--- src/rtl/pipe_stall_ctrl.sv ---
// Fetch-side pipeline stall/flush controller: PC register, IF/ID register, ID/EX bubble flag.
// Define PIPE_STALL_STATS_EN to build the HOLD/FLUSH event counters; otherwise they read as 0.
module pipe_stall_ctrl #(
   parameter logic [31:0] RESET_PC = 32'h0000_0000,
   parameter logic [31:0] NOP_INST = 32'h0000_0000
) (
   input  logic        clk,
   input  logic        rst_n,
   input  logic        PC_shouldstall,
   input  logic [1:0]  IF_shouldstall,
   input  logic        ID_shouldstall,
   input  logic        branch_taken,
   input  logic [31:0] branch_target,
   input  logic [31:0] imem_inst,
   output logic [31:0] pc_out,
   output logic [31:0] ifid_inst,
   output logic [31:0] ifid_pc,
   output logic        ifid_valid,
   output logic        idex_bubble,
   output logic [1:0]  pipe_state,
   output logic [15:0] stall_cnt,
   output logic [15:0] flush_cnt
);

   typedef enum logic [1:0] {
      StRun   = 2'b00,
      StHold  = 2'b01,
      StFlush = 2'b10
   } state_e;

   state_e      state_q, state_d;
   logic [31:0] pc_q, pc_d;
   logic [31:0] ifid_inst_q, ifid_inst_d;
   logic [31:0] ifid_pc_q, ifid_pc_d;
   logic        ifid_valid_q, ifid_valid_d;
   logic        idex_bubble_q;
   logic        flush_now;
   logic        hold_now;

   // A taken branch squashes the wrong-path fetch no matter what the hazard unit asked for.
   assign flush_now = branch_taken | IF_shouldstall[1];
   assign hold_now  = (IF_shouldstall == 2'b01) | PC_shouldstall;

   always_comb begin
      pc_d = pc_q + 32'd4;
      if (branch_taken) begin
         pc_d = branch_target;
      end else if (PC_shouldstall) begin
         pc_d = pc_q;
      end
   end

   always_comb begin
      ifid_inst_d  = ifid_inst_q;
      ifid_pc_d    = ifid_pc_q;
      ifid_valid_d = ifid_valid_q;
      if (flush_now) begin
         ifid_inst_d  = NOP_INST;
         ifid_pc_d    = pc_q;
         ifid_valid_d = 1'b0;
      end else if (IF_shouldstall == 2'b00) begin
         ifid_inst_d  = imem_inst;
         ifid_pc_d    = pc_q;
         ifid_valid_d = 1'b1;
      end
   end

   always_comb begin
      state_d = StRun;
      if (flush_now) begin
         state_d = StFlush;
      end else if (hold_now) begin
         state_d = StHold;
      end
   end

   always_ff @(posedge clk or negedge rst_n) begin
      if (!rst_n) begin
         pc_q          <= RESET_PC;
         ifid_inst_q   <= NOP_INST;
         ifid_pc_q     <= 32'h0000_0000;
         ifid_valid_q  <= 1'b0;
         idex_bubble_q <= 1'b0;
         state_q       <= StRun;
      end else begin
         pc_q          <= pc_d;
         ifid_inst_q   <= ifid_inst_d;
         ifid_pc_q     <= ifid_pc_d;
         ifid_valid_q  <= ifid_valid_d;
         idex_bubble_q <= ID_shouldstall;
         state_q       <= state_d;
      end
   end

   assign pc_out      = pc_q;
   assign ifid_inst   = ifid_inst_q;
   assign ifid_pc     = ifid_pc_q;
   assign ifid_valid  = ifid_valid_q;
   assign idex_bubble = idex_bubble_q;
   assign pipe_state  = state_q;

`ifdef PIPE_STALL_STATS_EN
   logic [15:0] stall_cnt_q;
   logic [15:0] flush_cnt_q;

   // Counted on the edge that lands in the state, saturating rather than wrapping.
   always_ff @(posedge clk or negedge rst_n) begin
      if (!rst_n) begin
         stall_cnt_q <= 16'h0000;
         flush_cnt_q <= 16'h0000;
      end else begin
         if ((state_d == StHold) && (stall_cnt_q != 16'hFFFF)) begin
            stall_cnt_q <= stall_cnt_q + 16'd1;
         end
         if ((state_d == StFlush) && (flush_cnt_q != 16'hFFFF)) begin
            flush_cnt_q <= flush_cnt_q + 16'd1;
         end
      end
   end

   assign stall_cnt = stall_cnt_q;
   assign flush_cnt = flush_cnt_q;
`else
   assign stall_cnt = 16'h0000;
   assign flush_cnt = 16'h0000;
`endif

endmodule

--- config.mk ---
export PLATFORM = sky130hd
export DESIGN_NAME = pipe_stall_ctrl
export DESIGN_NICKNAME = d
export VERILOG_FILES = /design/src/rtl/pipe_stall_ctrl.sv
export SDC_FILE = /design/constraint.sdc
export NUM_CORES = 1
export LEC_CHECK = 0
export ABC_CLOCK_PERIOD_IN_PS = 1700
export BUFFER_PORTS_ARGS = -buffer_cell sky130_fd_sc_hd__buf_2
export CAP_MARGIN = 20
export CELL_PAD_IN_SITES_DETAIL_PLACEMENT = 0
export CELL_PAD_IN_SITES_GLOBAL_PLACEMENT = 1
export CORE_ASPECT_RATIO = 0.5
export CORE_UTILIZATION = 32
export CTS_BUF_LIST = sky130_fd_sc_hd__clkbuf_16
export DETAILED_ROUTE_END_ITERATION = 8
export PLACE_DENSITY = 0.77
export SYNTH_ARGS = -nofsm -noshare
export SYNTH_HDL_FRONTEND = slang
export SYNTH_SLANG_ARGS = --single-unit
--- constraint.sdc ---
create_clock -name clk -period 1.7 [get_ports clk]
set_input_delay 0.17 -clock clk [delete_from_list [all_inputs] [get_ports clk]]
set_output_delay 0.17 -clock clk [all_outputs]
set_load 0.03 [all_outputs]
After elaboration in Yosys (flattened, before gate mapping)
Index checks and enable logic that the tools add are counted.
{"block": "totals", "regBits": 100, "inputBits": 71}
{"block": "op_classes", "bitwise": 2, "add_sub_neg": 1, "n_reduce_logical": 2, "eq_ne": 2, "muxes": 10}
{"operator": "2-to-1 mux 32 bit", "count": 6}
{"operator": "adder 32 x 3 -> 32 bit, second input constant", "count": 1}
{"operator": "2-to-1 mux 1 bit", "count": 3}
{"operator": "== test 2 x 1 -> 1 bit, second input constant", "count": 1}
{"operator": "logical NOT 2 bit", "count": 1}
{"operator": "2-to-1 mux 2 bit", "count": 1}
{"operator": "inequality test 2 x 1 -> 1 bit, second input constant", "count": 1}
{"operator": "bitwise OR 1 bit", "count": 2}
{"operator": "nonzero test 2 bit", "count": 1}

Logic depth before layout (Yosys ltp)
{"block": "depth", "ltp_word": 4, "depth_mapped": 6, "ltp_nobuf": 6}

Least setup slack after synthesis
OpenSTA, ideal clock, no wires.
{"block": "synth_timing", "path_kind": "register to register", "start": "reg pc_q[4] (netlist: pc_out[4])", "end": "reg pc_q[27] (netlist: pc_out[27])", "setup_slack_ns": -0.238, "setup_ns": 0.125, "t_arrival_ns": 1.813, "n_path_buf": 1, "path_stages_with_launch": 7, "t_required_ns": 1.575, "period_less_slack_ns": 1.938, "path_cell_list": "dfrtp_1 buf_2 nand3_1 nor4_4 nand4_1 xnor2_1 mux2_2"}
{"block": "synth_via", "elab_chain_len": 3}
{"item": "start: declaration", "line_no": "32", "rtl": "logic [31:0] pc_q, pc_d;"}
{"item": "start signal: assignment", "line_no": "86", "rtl": "pc_q <= pc_d;"}
{"item": "adder 32 x 3 -> 32 bit", "line_no": "45", "rtl": "pc_d = pc_q + 32'd4;"}
{"item": "2-to-1 mux 32 bit", "line_no": "48", "rtl": "end else if (PC_shouldstall) begin"}
{"item": "2-to-1 mux 32 bit", "line_no": "46", "rtl": "if (branch_taken) begin"}
Every way passes these cells. The select of a mux whose other input is x is not followed.
A chain may end at the register's enable or synchronous reset.

Worst setup path after layout
{"block": "layout_timing", "start": "reg pc_q[2] (netlist: pc_out[2])", "end": "reg pc_q[27] (netlist: pc_out[27])"}
The elaborated chain is that of the path after synthesis.

==> impl_metrics.ini <==
[status]
outcome = finished, final reports clean

[sta]
clock-skew-final_ps = 8.59
timing.final.setup_violations = 0
period_minus_slack_ps = 1640
rsz0062_at_grt = true
timing.max_slew.rel_slack_pct = 62.2
worst_pin_slew_ps = 566
finalCritPeriodShare_pct = 96.8
finalWorstSetupSlack_ps = 55.0
hold_violations = 0
final_max_slew_viol_count = 0
maxClockFrequency_mhz = 608

[hold_path]
hold-path-endpoint = pc_out[16]
min-delay-path-class = in2reg
depth_of_the_worst_hold_timing_path = 3
hold_path.startpoint = branch_target[16]

[worst_setup_path]
destination_of_the_worst_register_to_register_timing_path = pc_out[27]
regToRegSetupSlack_ps = 60
critical_path.startpoint_type = flop
r2r_start = pc_out[2]
cp_data_required_time_ps = 1930
end_kind = flop
path_max_fanout = 5
cp_data_arrival_time_ps = 1870
critical_path_class = reg2reg
ff2ff_path_depth = 6

[detailed_routing]
post_drt_via_cell_ratio = 4.33
route.antenna.remaining_nets = 0
drt-initial-drc-count = 110
drc = 0
dr.pass1.iters = 4
drt_wl_total_um = 10900
overall_via_count_from_detail_route = 3424
routedWlPerCell_um = 13.8

[pwr]
worst_ir_drop_vdd_uv = 489
design_power_total_mw = 6.01
pwr_density_cell_mw_per_mm2 = 983
static-leakage-power_nw = 3.11

[final_layout]
stdcell_count = 790
fill_cells = 1309
areaGrowthSynthToFinish_pct = 33.6
drive_above_1_share_pct = 46.6
final_nets = 665
final_cell_mix = sky130_fd_sc_hd__buf_2 (169), sky130_fd_sc_hd__dfrtp_1 (87), sky130_fd_sc_hd__nand2_1 (38), sky130_fd_sc_hd__nor2_1 (36), sky130_fd_sc_hd__mux2_2 (35)
post_route_standard_cell_area_excluding_fillers_mm2 = 0.00611
leading_cell_type_in_the_layout_fill_and_taps_excluded = sky130_fd_sc_hd__buf_2

[placement]
placed_cells = 766
place_hpwl_um = 8060
portBuffers = 170
dpl_cell_area_mm2 = 0.00572
gp_congestion = 0.770
preCtsSetupSlack_ps = 22.8

[synth]
yosysTopAreaCellShare_pct = 54.7
synth_top_cell_by_area = sky130_fd_sc_hd__dfrtp_1
synth_top_flop_cell = sky130_fd_sc_hd__dfrtp_1
post_synth.cell_area_avg_um2 = 11.5
synth-seq-cells = 100
yosysUniqueCellTypes = 35
synth-seq-area-share_pct = 54.7
syn-cell-area_mm2 = 0.00457
synth_cells = 398
synth_enable_flop_cells = 0
synth.area.top_cells = sky130_fd_sc_hd__dfrtp_1 (55%), sky130_fd_sc_hd__mux2_2 (8.6%), sky130_fd_sc_hd__mux2i_1 (7.2%)
synth_async_sr_flop_share_pct = 100
synthesis.yosys.warnings = 0

[global_routing]
number_of_antenna_violations_at_the_first_check_in_global_routing = 1
grt_max_degree = 63
grt_first_pass_wirelength_um = 16600
grt-ovfl-total = 0
via_count_of_the_first_global_routing_pass = 3197
groute.usage.overall_pct = 14.7

[clock_tree]
clock_path_buffers = 2
cts.sink_count = 100
cts.root.buffer_cell = sky130_fd_sc_hd__clkbuf_16
cts_htree_levels = 3
clk_pin_slew_worst_paths_ps = 70
insertion_delay_ps = 340
cts_tree = done
cts_made_buffers = 9

[die]
coreArea_mm2 = 0.0137
design.portCount = 203
chipWidth_um = 171
initial_utilization_pct = 33.3
placementRows = 30
die_area_mm2 = 0.0148
die_h_um = 86.5

[flow_run]
max-cap-violations = 0
## through the flow
| step | hold WS [ps] | utilization, % | setup TNS, ps |
|---|---|---|---|
| floorplan | -126 | - | -131 |
| global placement | 203 | 41.7 | 0 |
| detailed placement | 202 | 41.7 | 0 |
| CTS | 22.7 | 43.9 | 0 |
| global route | 29.9 | 44.5 | -41.0 |
| finish | 37.1 | 44.5 | 0 |
## cell families (layout without fill, tap and decap cells)
group	after synthesis	after routing	share of synthesized area (%)
buf+inv	54	222	7.22
xor+xnor	29	29	5.55
compound gates	29	29	3.17
simple gates	115	115	12.9
fa+ha+maj	1	1	0.273
mux	69	69	16.1
flops	100	100	54.7
other cells	1	33	0.0820
## where the power goes
group	switching, mW	internal [mW]	total, mW
combinational	0.866	0.453	1.32
clock	0.859	1.12	1.98
sequential	0.136	2.57	2.71
## worst max-delay path, stage by stage, from the launching register on
cell	delay [ps]
sky130_fd_sc_hd__dfrtp_1	440
sky130_fd_sc_hd__buf_4	160
sky130_fd_sc_hd__and3b_2	210
sky130_fd_sc_hd__and3_4	220
sky130_fd_sc_hd__nand4_1	110
sky130_fd_sc_hd__xnor2_1	150
sky130_fd_sc_hd__mux2_2	250
## worst max path at each step
stage,slack (ps),cells after the start,start,end
global placement,60,6,pc_out[8],pc_out[24]
detailed placement,20,6,pc_out[8],pc_out[22]
floorplan,-70,5,pc_out[5],pc_out[27]
finish,60,6,pc_out[2],pc_out[27]
global route,-20,6,pc_out[11],pc_out[27]
CTS,20,6,pc_out[8],pc_out[22]
## area by class of cell
class                           count  area, µm²  share of cell area, %
Antenna cell                        1       2.50                 0.0410
Clock buffer                        9        225                   3.69
Clock inverter                      6       56.3                  0.922
Inverter                            2       7.51                  0.123
Multi-Input combinational cell    275       1910                   31.3
Sequential cell                   100       2520                   41.2
Tap cell                          192        240                   3.93
Timing Repair Buffer              205       1150                   18.8
## registers in the layout (all words and copies together) (netlist names)
| name | cells |
|---|---|
| idex_bubble | 1 |
| ifid_inst | 32 |
| ifid_pc | 32 |
| ifid_valid | 1 |
| pc_out | 32 |
| pipe_state | 2 |
## cells in the mapped netlist (2+ instances only)
cell                       number
sky130_fd_sc_hd__nand4_1       10
sky130_fd_sc_hd__o21ai_0       21
sky130_fd_sc_hd__mux2i_1       33
sky130_fd_sc_hd__nand2_1       38
sky130_fd_sc_hd__and2_1         2
sky130_fd_sc_hd__o21ai_1        7
sky130_fd_sc_hd__xor2_1        24
sky130_fd_sc_hd__buf_1          6
sky130_fd_sc_hd__nor4_4         2
sky130_fd_sc_hd__clkbuf_1       8
sky130_fd_sc_hd__mux2_2        35
sky130_fd_sc_hd__buf_4         32
sky130_fd_sc_hd__xnor2_1        5
sky130_fd_sc_hd__nor2_1        36
sky130_fd_sc_hd__nand3_1        7
sky130_fd_sc_hd__dfrtp_1      100
sky130_fd_sc_hd__buf_2          6
sky130_fd_sc_hd__and3_1         8
sky130_fd_sc_hd__inv_1          2
## routing by layer
layer / GRT usage [%] / vias up / wire, µm
li1: - / 1669 / -
met1: 18.1 / 1645 / 4850
met2: 25.3 / 100 / 5420
met3: 4.29 / 10 / 562
met4: 3.90 / 0 / 95
met5: 0 / - / 0
## repair_timing
item / CTS / global route
setup buffers: 0 / 6
hold buffers: 2 / 0
resized for setup: 0 / 12
hold endpoints to repair: 101 / 0
endpoints found under the setup margin: 0 / 12
No activity file was read; power rests on OpenSTA's default activity.
